===== src/rtl/alu_transpose_seq_module.sv =====
// -----------------------------------------------------------------------------
// alu_transpose_seq_module
//
// Sequential matrix transpose. A start pulse in IDLE captures an N x N operand
// (row-major, DW bits per element) and an active dimension S. The engine then
// copies one element per cycle, C[r][c] <= A[c][r], over the S x S active
// window. Everything outside that window stays zero. A single-cycle done pulse
// marks completion. An out-of-range S (0 or >N) skips the copy, raises size_err
// and completes at once.
//
// Parameters
//   DW  element width in bits (elements are copied verbatim)
//   N   maximum matrix dimension (2..7)
//   SW  width of the size port, 2**SW > N
//
// Ports
//   clk       rising-edge clock
//   rst       synchronous active-high reset
//   start     request pulse, only looked at in IDLE
//   size      active dimension S, sampled with start
//   A_flat    source matrix, element (r,c) at [(r*N+c)*DW +: DW]
//   C_flat    registered result, same packing as A_flat
//   busy      high in every state except IDLE
//   done      one-cycle completion pulse
//   size_err  set when the accepted size is illegal, held until next accept
// -----------------------------------------------------------------------------
module alu_transpose_seq_module #(
  parameter int DW = 8,
  parameter int N  = 5,
  parameter int SW = 3
) (
  input  logic              clk,
  input  logic              rst,
  input  logic              start,
  input  logic [SW-1:0]     size,
  input  logic [N*N*DW-1:0] A_flat,
  output logic [N*N*DW-1:0] C_flat,
  output logic              busy,
  output logic              done,
  output logic              size_err
);

  localparam int IW = $clog2(N);

  typedef enum logic [1:0] {
    IDLE = 2'd0,
    COPY = 2'd1,
    FIN  = 2'd2
  } state_e;

  state_e          state_q;
  logic [DW-1:0]   opnd_q [N][N];
  logic [DW-1:0]   res_q  [N][N];
  logic [IW-1:0]   row_q;
  logic [IW-1:0]   col_q;
  logic [IW-1:0]   last_q;
  logic            busy_q;
  logic            done_q;
  logic            err_q;

  // Legal dimensions are 1..N; the size port is wide enough to encode more.
  function automatic logic size_valid(input logic [SW-1:0] sz);
    return (sz != '0) && (sz <= SW'(N));
  endfunction

  // Highest active index S-1. Only meaningful for a legal S, which always
  // fits in IW bits because S <= N.
  function automatic logic [IW-1:0] last_index(input logic [SW-1:0] sz);
    logic [SW-1:0] m1;
    m1 = sz - SW'(1);
    return IW'(m1);
  endfunction

  always_ff @(posedge clk) begin
    if (rst) begin
      state_q <= IDLE;
      row_q   <= '0;
      col_q   <= '0;
      last_q  <= '0;
      busy_q  <= 1'b0;
      done_q  <= 1'b0;
      err_q   <= 1'b0;
      for (int r = 0; r < N; r++) begin
        for (int c = 0; c < N; c++) begin
          opnd_q[r][c] <= '0;
          res_q[r][c]  <= '0;
        end
      end
    end else begin
      case (state_q)
        IDLE: begin
          done_q <= 1'b0;
          if (start) begin
            // Snapshot the operand so later changes on A_flat/size are inert.
            for (int r = 0; r < N; r++) begin
              for (int c = 0; c < N; c++) begin
                opnd_q[r][c] <= A_flat[(r*N+c)*DW +: DW];
                res_q[r][c]  <= '0;
              end
            end
            row_q  <= '0;
            col_q  <= '0;
            last_q <= last_index(size);
            busy_q <= 1'b1;
            if (size_valid(size)) begin
              err_q   <= 1'b0;
              state_q <= COPY;
            end else begin
              // Illegal size: finish immediately with the error flag.
              err_q   <= 1'b1;
              done_q  <= 1'b1;
              state_q <= FIN;
            end
          end
        end

        COPY: begin
          res_q[row_q][col_q] <= opnd_q[col_q][row_q];
          if (col_q == last_q) begin
            col_q <= '0;
            if (row_q == last_q) begin
              // This edge writes (S-1,S-1): the copy is complete.
              done_q  <= 1'b1;
              state_q <= FIN;
            end else begin
              row_q <= row_q + IW'(1);
            end
          end else begin
            col_q <= col_q + IW'(1);
          end
        end

        FIN: begin
          // start is deliberately ignored here; a new request is taken on
          // the first IDLE cycle.
          done_q  <= 1'b0;
          busy_q  <= 1'b0;
          state_q <= IDLE;
        end

        default: begin
          done_q  <= 1'b0;
          busy_q  <= 1'b0;
          state_q <= IDLE;
        end
      endcase
    end
  end

  for (genvar gr = 0; gr < N; gr++) begin : g_row
    for (genvar gc = 0; gc < N; gc++) begin : g_col
      assign C_flat[(gr*N+gc)*DW +: DW] = res_q[gr][gc];
    end
  end

  assign busy     = busy_q;
  assign done     = done_q;
  assign size_err = err_q;

endmodule


===== config.mk =====
export PLATFORM = sky130hd
export DESIGN_NAME = alu_transpose_seq_module
export DESIGN_NICKNAME = d
export VERILOG_FILES = /design/src/rtl/alu_transpose_seq_module.sv
export SDC_FILE = /design/constraint.sdc
export NUM_CORES = 1
export LEC_CHECK = 0
export ABC_CLOCK_PERIOD_IN_PS = 18200
export CORE_ASPECT_RATIO = 0.7
export CORE_MARGIN = 4
export CORE_UTILIZATION = 50
export CTS_CLUSTER_DIAMETER = 120
export DETAILED_ROUTE_END_ITERATION = 10
export HOLD_SLACK_MARGIN = 0.08
export MAX_ROUTING_LAYER = met4
export PLACE_DENSITY_LB_ADDON = 0.05
export SETUP_SLACK_MARGIN = 0.15
export SYNTH_ARGS = -nofsm -noshare
export SYNTH_HDL_FRONTEND = slang
export SYNTH_SLANG_ARGS = --single-unit
export TNS_END_PERCENT = 100

===== constraint.sdc =====
create_clock -name clk -period 18.2 [get_ports clk]
set_input_delay 2.73 -clock clk [delete_from_list [all_inputs] [get_ports clk]]
set_output_delay 2.73 -clock clk [all_outputs]
set_load 0.01 [all_outputs]

Yosys cells after proc, flatten, opt, wreduce, memory -nomap -nowiden:

Memory sizes are Yosys's and may differ from the RTL's. A register that Yosys moved wholly into a read port is not among the register bits.
Index checks and enable logic that the tools add are counted.

* input port bits: 206
* memories: 2
* register bits: 14
* logic and storage cells: 175
* bits in writable memories: 400
* output and inout bits: 203

Memories
* opnd_q: depth 5, bits a word 40, rd ports 1, clocked after memory_dff 1, write ports 5, line 52 `logic [DW-1:0] opnd_q [N][N];`
* res_q: depth 5, bits a word 40, rd ports 5, clocked after memory_dff 0, write ports 5, line 53 `logic [DW-1:0] res_q [N][N];`

* reductions and logical operators: 12
* eq/ne operators: 7
* bitwise logic cells: 53
* multiplexer cells: 87
* order comparisons: 4
* add/sub/neg operators: 3

Operators by type and width (count)
* $mux 8: 53
* $mux 40: 3
* $or 1x1->1: 50
* $reduce_or 40->1: 1
* $bmux 8 s3: 1
* $demux 8 s3: 1
* $mux 3: 7
* $mux 1: 13
* $pmux 3 s2: 2
* $ge 4x4->1 const B: 2
* $mux 2: 4
* $ne 2x2->1 const B: 4
* $not 3->4: 2
* $reduce_and 2->1: 4
* $add 3x1->3 const B: 2
* $eq 3x3->1: 2
* $lt 4x1->1 const B: 1
* $pmux 1 s2: 2
* $pmux 2 s2: 1
* $reduce_and 4->1: 1
* $le 3x3->1 const B: 1
* $reduce_and 3->1: 1
* $reduce_bool 3->1: 1
* $sub 3x1->3 const B: 1
* 5 further kinds: 6

Logic depth before layout (Yosys ltp):

Gate-level depths: netlist of the first run.

* depth after elaboration: 8
* depth in mapped cells: 9
* depth with buffers taken out: 6

Worst setup path before layout of the first run:

No wires, ideal clock.

* path type: input port to flip-flop
* from: in start
* to: mem opnd_q[0][0] in the netlist's numbering, enable pin
* library setup time: 551 ps
* arrival: 7030 ps
* required time: 17649 ps
* path buffers: 1
* cell stages on the path: 5
* slack: 10619 ps
* cell sequence: nand2b_1 nor2_1 nor2_1 clkbuf_1 inv_1

RTL lines
* start: declaration: line 34 `input logic start,`
* end: declaration: line 52

==> results_dict.tcl, run 1 <==
set metrics [dict create \
    dr.pass1.iters 6 \
    htree_num_levels 2 \
    num_vias 13300 \
    finalNetCount 1846 \
    synth_cells 1279 \
    cts_tree "built" \
    synth_top_flop_cell "edfxtp_1" \
    post_cts_buffers 0 \
    relSlewSlack_pct 15.8 \
    wirelength_um 60000 \
    drt_iter0_drc 1980 \
    cts.clk_slew.worst_paths_ns 0.06 \
    max_freq_mhz 184 \
    async_flop_share_pct 0 \
    die_x_um 237 \
    grt_overflow 0 \
    worstHoldPathType "reg2reg" \
    ir_worst_vdd_uv 62.4 \
    hold_violations 0 \
    cp.arrival_ns 5.58 \
    finClkSkew_ns 0.0188 \
    place_congestion 0.841 \
    dieArea_um2 39700 \
    synth_most_common_cell "edfxtp_1" \
    antenna_left 0 \
    fin_crit_sh_pct 29.8 \
    clockBufferDepth 3 \
    p_leak_nw 8.97 \
    max-cap-violations 0 \
    dp_hpwl_um 39400 \
    yosys_register_bits 417 \
    p_per_area_nw_per_um2 97.2 \
    rsz0062_at_grt "false" \
    yosys-top-cells-count "edfxtp_1, and3_1, a31oi_1, mux2i_1, clkbuf_1" \
    cts.sinks 417 \
    max_slew.worst_pin.slew_ns 1.26 \
    cts_made_buffers 41 \
    drc 0 \
    crit_type "in2reg" \
    crit_path_end_kind "flop" \
    final.min_clock_period_ns 5.42 \
    placementRows 58 \
    yosys.area.top_type_share_pct 65.7 \
    synth_top_area_cell "edfxtp_1" \
    cp_data_required_time_ns 18.35 \
    grt_max_degree 127 \
    register_area_um2 12400 \
    fin_total_pwr_mw 2.31 \
    cts_resized 0 \
    clockRootBuffer "clkbuf_16" \
    startpoint_type "input pin" \
    fillers 2675 \
    setup_viol 0 \
    drive_above_1_share_pct 8.59 \
    postCtsHoldBufs 0 \
    synth_warnings 0 \
    post_drt_via_cell_ratio 6.20 \
    grt_first_pass_wirelength_um 86700 \
    grt_pass1_vias 13200 \
    synthesis.nets 1490 \
    path_max_fanout 126 \
    synthTopCellsByArea "edfxtp_1, and3_1, a31oi_1" \
    slew_viol_final 0 \
    antenna_found_initial 5 \
    wl_per_cell_um 27.9 \
    initial_core_util_pct 50.8 \
    num_io_pins 409 \
    synth_edf_count 400 \
    die_h_um 168 \
    synth-seq-area-share_pct 67.6 \
    synth_cell_type_count 64 \
    globalRouteTotalUtil_pct 29.9 \
    finalSetupTns_ns 0 \
    area_growth_syn_to_layout_pct 30.2 \
    insertion_delay_ns 0.54 \
    synth.avg_cell_area_um2 14.3 \
    synth_area_um2 18300 \
    multi_input_area_um2 5250 \
    status "finished clean" \
    placement.io_buffers 408 \
    core_area_um2 36000 \
]
[layer usage]
metal	GRT usage, %	vias up	share of wire [%]
met4	8.42	0	2.6
met2	44.3	883	45
met3	7.38	122	11
met1	41.7	6560	41
met5	-	-	0
li1	-	5767	-
[area by class of cell]
| cell class | count | share of cell area, % |
|---|---|---|
| flip-flops and latches | 417 | 51.9 |
| multi-input cells | 723 | 22.1 |
| repair buffers | 438 | 18.1 |
| clock buffers | 58 | 4.71 |
| well taps | 480 | 2.52 |
| clock inverters | 14 | 0.352 |
| inverters | 14 | 0.252 |
| diodes | 5 | 0.0526 |
[sequential cells by signal (all words and copies together) (netlist names), named ones only]
signal	count
row_q	3
last_q	3
done	1
state_q	2
res_q	200
busy	1
size_err	1
col_q	3
opnd_q	200
[layout by cell type, fill, tap and decap left out, types with 3 or more instances in the layout]
cell type,synthesis,layout
a31oi_1,175,175
a221oi_1,5,5
clkinv_1,0,9
nand3_1,4,4
nor2b_1,15,14
clkinv_2,0,4
ha_1,5,5
and2_1,3,3
xnor2_1,8,8
buf_4,12,30
nand2_1,57,57
edfxtp_1,400,400
nand2_2,15,15
nor2_1,19,17
mux2i_1,64,64
mux4_1,8,8
nand3b_1,4,4
dfxtp_1,17,14
inv_1,14,13
nand4_2,4,4
nor3_1,30,30
clkbuf_1,61,14
nor3b_2,3,4
a21oi_1,7,7
a211oi_4,0,5
clkdlybuf4s50_1,0,408
nor3_2,6,6
mux4_2,7,7
nand2b_1,8,8
o31ai_4,0,4
nor4_1,4,4
and3_1,207,207
clkbuf_16,0,41
diode_2,0,5
clkbuf_8,0,3
a22oi_1,14,14
[power by group]
part	leakage (nW)	total, mW	switching [mW]	internal (mW)
logic	3.90	0.342	0.197	0.145
clock network	0.587	0.791	0.350	0.441
registers	4.49	1.18	0.0338	1.15
[critical path, cell delays in order]
cell,delay [ns]
clkdlybuf4s50_1,0.53
nand2b_1,0.13
nor2_1,0.14
nor2_2,0.04
buf_4,0.30
inv_8,0.61
buf_4,0.89
[stage by stage]
step                      std cells  util (%)  instance area (um^2)  worst slack [ns]  hold WS, ns
after floorplan                1279         -                 18300             10.62        0.482
final                          2149      66.1                 23800             12.78        0.481
after global placement         2072      62.7                 22600             12.35        0.456
after CTS                      2144      66.1                 23800             12.86        0.487
after global routing           2149      66.1                 23800             12.63        0.508
after detailed placement       2072      62.7                 22600             12.30        0.463
[worst paths after layout]
| kind | from | end | slack, ns | depth (start not counted) |
|---|---|---|---|---|
| worst max-delay path | start | opnd_q[1][16]$_SDFFCE_PN0P_ | 12.78 | 7 |
| worst min-delay path | busy$_SDFFE_PP0P_ | busy$_SDFFE_PP0P_ | 0.48 | 1 |
| worst max register to register | flop | res_q[3][33]$_SDFFCE_PN0P_ | 14.68 | 5 |
| worst min register to register | busy$_SDFFE_PP0P_ | busy$_SDFFE_PP0P_ | 0.48 | 1 |
[cells by family after synthesis]
family | share of synthesized area, %
flops | 67.6
simple gates | 12.9
compound gates | 9.00
buf+inv | 4.27
mux | 5.52
xor+xnor | 0.431
fa+ha+maj | 0.342
Note: power is estimated with default switching activity, not from simulation.
==> run 2, diff against run 1 <==
Settings changed: ABC_CLOCK_PERIOD_IN_PS 18200 to 4900, CORE_UTILIZATION 50 to 46.
Clock period 18.2 ns to 4.9 ns, I/O delays scaled along.
==> results_dict.tcl, run 2 (synthesis results as in run 1) <==
set metrics [dict create \
    status "finished clean" \
    antenna_found_initial 1 \
    die_x_um 246 \
    max_freq_mhz 276 \
    cts.sinks 417 \
    dieArea_um2 43000 \
    mostFrequentLayoutCell "clkdlybuf4s50_1" \
    max_slew.worst_pin.slew_ns 1.24 \
    area_growth_syn_to_layout_pct 31.1 \
    fin_crit_sh_pct 73.9 \
    placement.io_buffers 408 \
    cts_tree "built" \
    htree_num_levels 2 \
    cp_data_required_time_ns 5.23 \
    grt_max_degree 202 \
    cts_resized 0 \
    setup_viol 0 \
    met2_usage_pct 42.3 \
    dp_slack_ns 1.21 \
    ir_worst_vdd_uv 211 \
    dp_hpwl_um 40200 \
    use_met1_pct 40.6 \
    hold_depth 1 \
    p_leak_nw 9.03 \
    placementRows 60 \
    switchingPower_mw 2.19 \
    core_area_um2 38800 \
    insertion_delay_ns 0.54 \
    p_clk_share_pct 35.1 \
    num_io_pins 409 \
    rsz0062_at_grt "false" \
    layout_setup_ws_ns 1.28 \
    drive_above_1_share_pct 9.13 \
    wl_per_cell_um 27.8 \
    crit_type "reg2reg" \
    grt_overflow 0 \
    combPwrFrac_pct 14.4 \
    die_h_um 175 \
    initial_core_util_pct 47.1 \
    layout.cells.most_common_list "clkdlybuf4s50_1, edfxtp_1, and3_1" \
    grt_first_pass_wirelength_um 87900 \
    met3_usage_pct 5.74 \
    top_regs "opnd_q x200, res_q x200" \
    cts.clk_slew.worst_paths_ns 0.06 \
    postCtsHoldBufs 0 \
    dr.pass1.iters 6 \
    post_cts_buffers 0 \
    wirelength_um 60800 \
    clockRootBuffer "clkbuf_16" \
    cp.arrival_ns 3.95 \
    clockBufferDepth 3 \
    max-cap-violations 0 \
    p_int_mw 6.54 \
    finClkSkew_ns 0.0180 \
    place_congestion 0.875 \
    cts_made_buffers 41 \
    p_per_area_nw_per_um2 364 \
    globalRouteTotalUtil_pct 28.4 \
    post_drt_via_cell_ratio 6.05 \
    antenna_left 0 \
    drc 0 \
    final.min_clock_period_ns 3.62 \
    hold_violations 0 \
    drt_iter0_drc 1875 \
    relSlewSlack_pct 16.9 \
    grt_pass1_vias 13100 \
    num_vias 13300 \
    reg2reg_depth 5 \
    grt_busiest_layer "met2" \
    finalNetCount 1848 \
    slew_viol_final 0 \
    crit_path_end_kind "flop" \
    startpoint_type "flop" \
    p_seq_share_pct 50.5 \
    worstHoldPathType "reg2reg" \
    finalSetupTns_ns 0 \
    path_max_fanout 40 \
    swShare_pct 25.0 \
]
==> run 2: cell count changes in the layout (fill, tap and decap cells not counted), sizes merged <==
cell / before / now
diode: 5 / 1
clkinv: 13 / 16
buf: 30 / 32
clkinvlp: 0 / 2
bufinv: 1 / 3
inv: 14 / 13
clkbuf: 58 / 50
==> run 2: worst paths after layout <==
check / from / endpoint / slack [ns]
worst max register to register: flop / res_q[3][31]$_SDFFCE_PN0P_ / 1.28
worst max-delay path: flop / res_q[3][31]$_SDFFCE_PN0P_ / 1.28
worst min register to register: size_err$_SDFFE_PP0P_ / size_err$_SDFFE_PP0P_ / 0.47
worst min-delay path: size_err$_SDFFE_PP0P_ / size_err$_SDFFE_PP0P_ / 0.47
==> run 2: cell type report <==
class | instances | area (um^2)
antenna | 1 | 2.50
clock buffer | 50 | 1090
clock inverter | 20 | 168
fill | 2981 | 14900
inverter | 14 | 56.3
multi-input combinational | 723 | 5270
sequential | 417 | 12400
tap | 527 | 659
timing repair buffer | 440 | 4350
==> run 2: power by group through the flow <==
stage	combinational [mW]	clock (mW)	sequential, mW
floorplan	0.570	0	4.48
global placement	1.24	0	4.48
CTS	1.25	3.08	4.41
finish	1.26	3.06	4.41
global route	1.32	3.24	4.43
detailed placement	1.25	0	4.48
==> run 2: critical path, cell delays in order, from the launching register on <==
cell and delay, ns:
dfxtp_4 0.82, buf_4 0.52, mux2i_1 0.13, a22oi_1 0.29, nand4b_2 0.96, a31oi_1 0.60
==> run 2: per-stage QoR <==
stage,hold WS [ns],utilization (%),area [um^2],cells,power (mW)
2_1_floorplan,0.482,-,18300,1279,5.05
3_3_place_gp,0.450,58.5,22700,2121,5.71
3_5_place_dp,0.449,58.5,22700,2121,5.73
4_1_cts,0.475,61.7,24000,2191,8.74
5_1_grt,0.501,61.7,24000,2192,9.00
6_report,0.472,61.7,24000,2192,8.72
==> run 2: per-layer routing <==
metal | wire [um] | share of wire [%]
met5 | 0 | 0
met3 | 6670 | 11
met2 | 27800 | 46
met1 | 25000 | 41
met4 | 1370 | 2.3
==> run 3, diff against run 2 <==
Settings changed: ABC_CLOCK_PERIOD_IN_PS 4900 to 3260.
Clock period 4.9 ns to 3.26 ns, I/O delays scaled along.
==> results_dict.tcl, run 3 (synthesis results as in run 1) <==
set metrics [dict create \
    p_per_area_nw_per_um2 552 \
    status "finished clean" \
    finalNetCount 1868 \
    post_drt_via_cell_ratio 5.92 \
    crit_family "simple AND/OR/NAND/NOR gates" \
    dp_slack_ns 0.101 \
    worst_path_max_delay_cell "nand4_2" \
    cp.arrival_ns 3.31 \
    path_buf_inv 2 \
    placementRows 60 \
    grt_overflow 0 \
    p_seq_share_pct 49.1 \
    switchingPower_mw 3.34 \
    num_io_pins 409 \
    antenna_found_initial 4 \
    hold_violations 0 \
    num_vias 13200 \
    combPwrFrac_pct 14.6 \
    core_area_um2 38800 \
    worstPathCellList "buf_4, buf_4, mux2i_1, nand2_1, nand4_2, a31oi_1" \
    fin_total_pwr_mw 13.4 \
    worstHoldPathType "reg2reg" \
    finClkSkew_ns 0.0159 \
    p_int_mw 10.1 \
    grt_pass1_vias 13200 \
    p_clk_share_pct 36.4 \
    placement.io_buffers 408 \
    cts_made_buffers 41 \
    rsz0062_at_grt "false" \
    mostFrequentLayoutCell "clkdlybuf4s50_1" \
    fin_cells 2221 \
    max_slew.worst_pin.slew_ns 1.31 \
    wirelength_um 59100 \
    dp_cells 2141 \
    r2r_setup_slack_ns 0.31 \
    finalSetupTns_ns 0 \
    final_core_util_pct 62.7 \
    dr.pass1.iters 5 \
    dp_hpwl_um 40200 \
    layout.cells.most_common_list "clkdlybuf4s50_1, edfxtp_1, and3_1" \
    cp_data_required_time_ns 3.62 \
    grt_max_degree 147 \
    drc 0 \
    clockRootBuffer "clkbuf_16" \
    design_area_um2 24300 \
    startpoint_type "flop" \
    cts_tree "built" \
    die_x_um 246 \
    cts.clk_slew.worst_paths_ns 0.06 \
    grt_first_pass_wirelength_um 86700 \
    post_cts_buffers 0 \
    placed_cell_area_um2 22900 \
    fin_crit_sh_pct 90.3 \
    ir_worst_vdd_uv 629 \
    cts.sinks 417 \
    final.min_clock_period_ns 2.95 \
    relSlewSlack_pct 12.7 \
    slew_viol_final 0 \
    swShare_pct 24.9 \
    initial_core_util_pct 47.1 \
    top_regs "opnd_q x200, res_q x200" \
    cp_slowest_stage_delay_ns 0.78 \
    p_leak_nw 9.19 \
    crit_path_end_kind "flop" \
    max_freq_mhz 340 \
    crit_top_cell "buf_4" \
    max-cap-violations 0 \
    setup_viol 0 \
    crit_type "reg2reg" \
    drt_iter0_drc 1578 \
    fillers 2953 \
    clockBufferDepth 3 \
    layout_setup_ws_ns 0.315 \
    wl_per_cell_um 26.6 \
    drive_above_1_share_pct 10.4 \
    globalRouteTotalUtil_pct 27.6 \
    insertion_delay_ns 0.55 \
    die_h_um 175 \
    dieArea_um2 43000 \
    place_congestion 0.888 \
    area_growth_syn_to_layout_pct 33.1 \
    timing.hold.ws_ns 0.476 \
    antenna_left 0 \
    htree_num_levels 2 \
    path_max_fanout 25 \
]
-- run 3: repair_timing --
action / 4_1_cts / 5_1_grt
endpoints found under the setup margin: 0 / 38
gates resized for setup: 0 / 2
hold buffers: 0 / 0
-- run 3: cell type report --
type / instances / area (um^2) / share of cell area, %
clock inverter: 22 / 240 / 0.988
tap: 527 / 659 / 2.71
sequential: 417 / 12400 / 50.8
timing repair buffer: 460 / 4600 / 18.9
multi-input combinational: 723 / 5280 / 21.7
inverter: 14 / 56.3 / 0.231
clock buffer: 54 / 1120 / 4.59
antenna: 4 / 10.0 / 0.0412
-- run 3: routing by layer --
layer	share of wire, %	vias to the layer above	track usage (%)
met1	42	6483	39.2
met3	9.1	94	4.79
met5	0	-	-
li1	-	5815	-
met2	46	760	41.6
met4	2.7	0	7.42
-- run 3: worst paths after layout --
path	startpoint	endpoint	cells after the start
worst max-delay path	flop	res_q[0][28]$_SDFFCE_PN0P_	6
worst min-delay path	size_err$_SDFFE_PP0P_	size_err$_SDFFE_PP0P_	1
worst max register to register	flop	res_q[0][28]$_SDFFCE_PN0P_	6
worst min register to register	size_err$_SDFFE_PP0P_	size_err$_SDFFE_PP0P_	1
-- run 3: power groups by stage --
stage	clock network [mW]	registers (mW)	logic (mW)
2_1_floorplan	0	6.73	0.865
3_3_place_gp	0	6.69	1.92
3_5_place_dp	0	6.69	1.94
4_1_cts	4.92	6.58	1.95
5_1_grt	5.13	6.62	2.06
6_report	4.88	6.58	1.95
==> variant: new RTL, settings of run 3 <==
`DW`: 8 -> 12.
--- a/src/rtl/alu_transpose_seq_module.sv
+++ b/src/rtl/alu_transpose_seq_module.sv
@@ -25,7 +25,7 @@
 //   size_err  set when the accepted size is illegal, held until next accept
 // -----------------------------------------------------------------------------
 module alu_transpose_seq_module #(
-  parameter int DW = 8,
+  parameter int DW = 12,
   parameter int N  = 5,
   parameter int SW = 3
 ) (
Interface: changed (resized A_flat and C_flat); port bits go from 409 to 609. No check against the original RTL was run, so the function may have changed too.
==> variant against run 3 <==
- power increased by 48%
- sequential power increased by 53%
- cell count increased by 47%
- worst setup slack improved by 0.10 ns
- critical path depth decreased by 1
- design area increased by 47%
- routed wire length increased by 51%
- sequential cell count increased by 200
- area after synthesis increased by 48%
- largest cell class unchanged
==> variant: results (changes against run 3) <==
metric	value	unit	change
arrival	3.29	ns	-0.02 ns
avgSynthCellArea	14.8	um2	+3.3%
multi_input_cells	1017		+41%
multi_input_area_share	21.0	%	-0.68 points
sh_seq_area	51.2	%	+0.38 points
seqCellArea	18400	um2	+49%
worst-path-max-fanout	26		+4.0%
drtPass1Iterations	7		+2
met3_usage	5.50	%	+0.71 points
yosys.area_share.xor_xnor	0.227	%	-0.20 points
grt_pass1_vias	18600		+41%
antennaDiodeCount	8		+4
p_clk	0.00642	W	+32%
clock-skew-final	0.0311	ns	+0.0152 ns
vias_per_cell	5.73		-3.3%
finalNetCount	2753		+47%
antenna_found_initial	12		+8
syn-num-nets	2140		+44%
powerComb	0.00341	W	+75%
synth_adder_area_share	0.232	%	-0.11 points
clkLatencyLatePin	0.63	ns	+0.08 ns
grt_max_degree	90		-39%
clkCellAreaFrac	4.86	%	-0.72 points
worst_pin_slew	0.959	ns	-0.350 ns
grt_pass1_wl	128	mm	+48%
finalPower	0.0199	W	+48%
clock_buffers	79		+46%
muxShareOfSynthArea	5.36	%	-0.15 points
place_ws	0.0296	ns	-0.0714 ns
synth_commonest_cells	edfxtp_1, and2_1, a31oi_1		
cts_num_sinks	617		+48%
stdcell_count	3254		+47%
port_buffers	608		+49%
n_all_buffers	727		+58%
synth-seq-area-share	68.0	%	+0.38 points
postPlaceCellArea	34100	um2	+49%
status	finished clean		
layout-drive-gt1-share	12.6	%	+2.2 points
post_synth_num_cell_types	75		+17%
## variant: cell count changes after synthesis, sizes merged, moves of 12 or more
cell and delta:
a21oi +33, a31oi +100, and2 +299, and3 -205
buf +69, clkbuf -20, edfxtp +200, mux2 +12
mux2i +29, nand2 +15, nor3 -14
## variant: cells by family after synthesis
| logic type | count (synthesis) |
|---|---|
| muxes | 122 |
| xor gates and xnor gates | 7 |
| adders and majority gates | 5 |
| DFF | 617 |
| AOI/OAI and AO/OA | 390 |
| and+or+nand+nor | 493 |
| buffers and inverters | 195 |
## variant: path summary, 6_finish.rpt
kind                  end  slack, ns  cells past startpoint      from
max          res_q[2][23]       0.42                      5      flop
min              size_err       0.47                      1  size_err
max reg2reg  res_q[2][23]       0.42                      5      flop
min reg2reg      size_err       0.47                      1  size_err
## variant: per-layer routing
| layer | up-vias | wire (um) |
|---|---|---|
| met3 | 141 | 8330 |
| met5 | - | 0 |
| li1 | 8229 | - |
| met4 | 0 | 2840 |
| met1 | 9253 | 36100 |
| met2 | 1008 | 42300 |
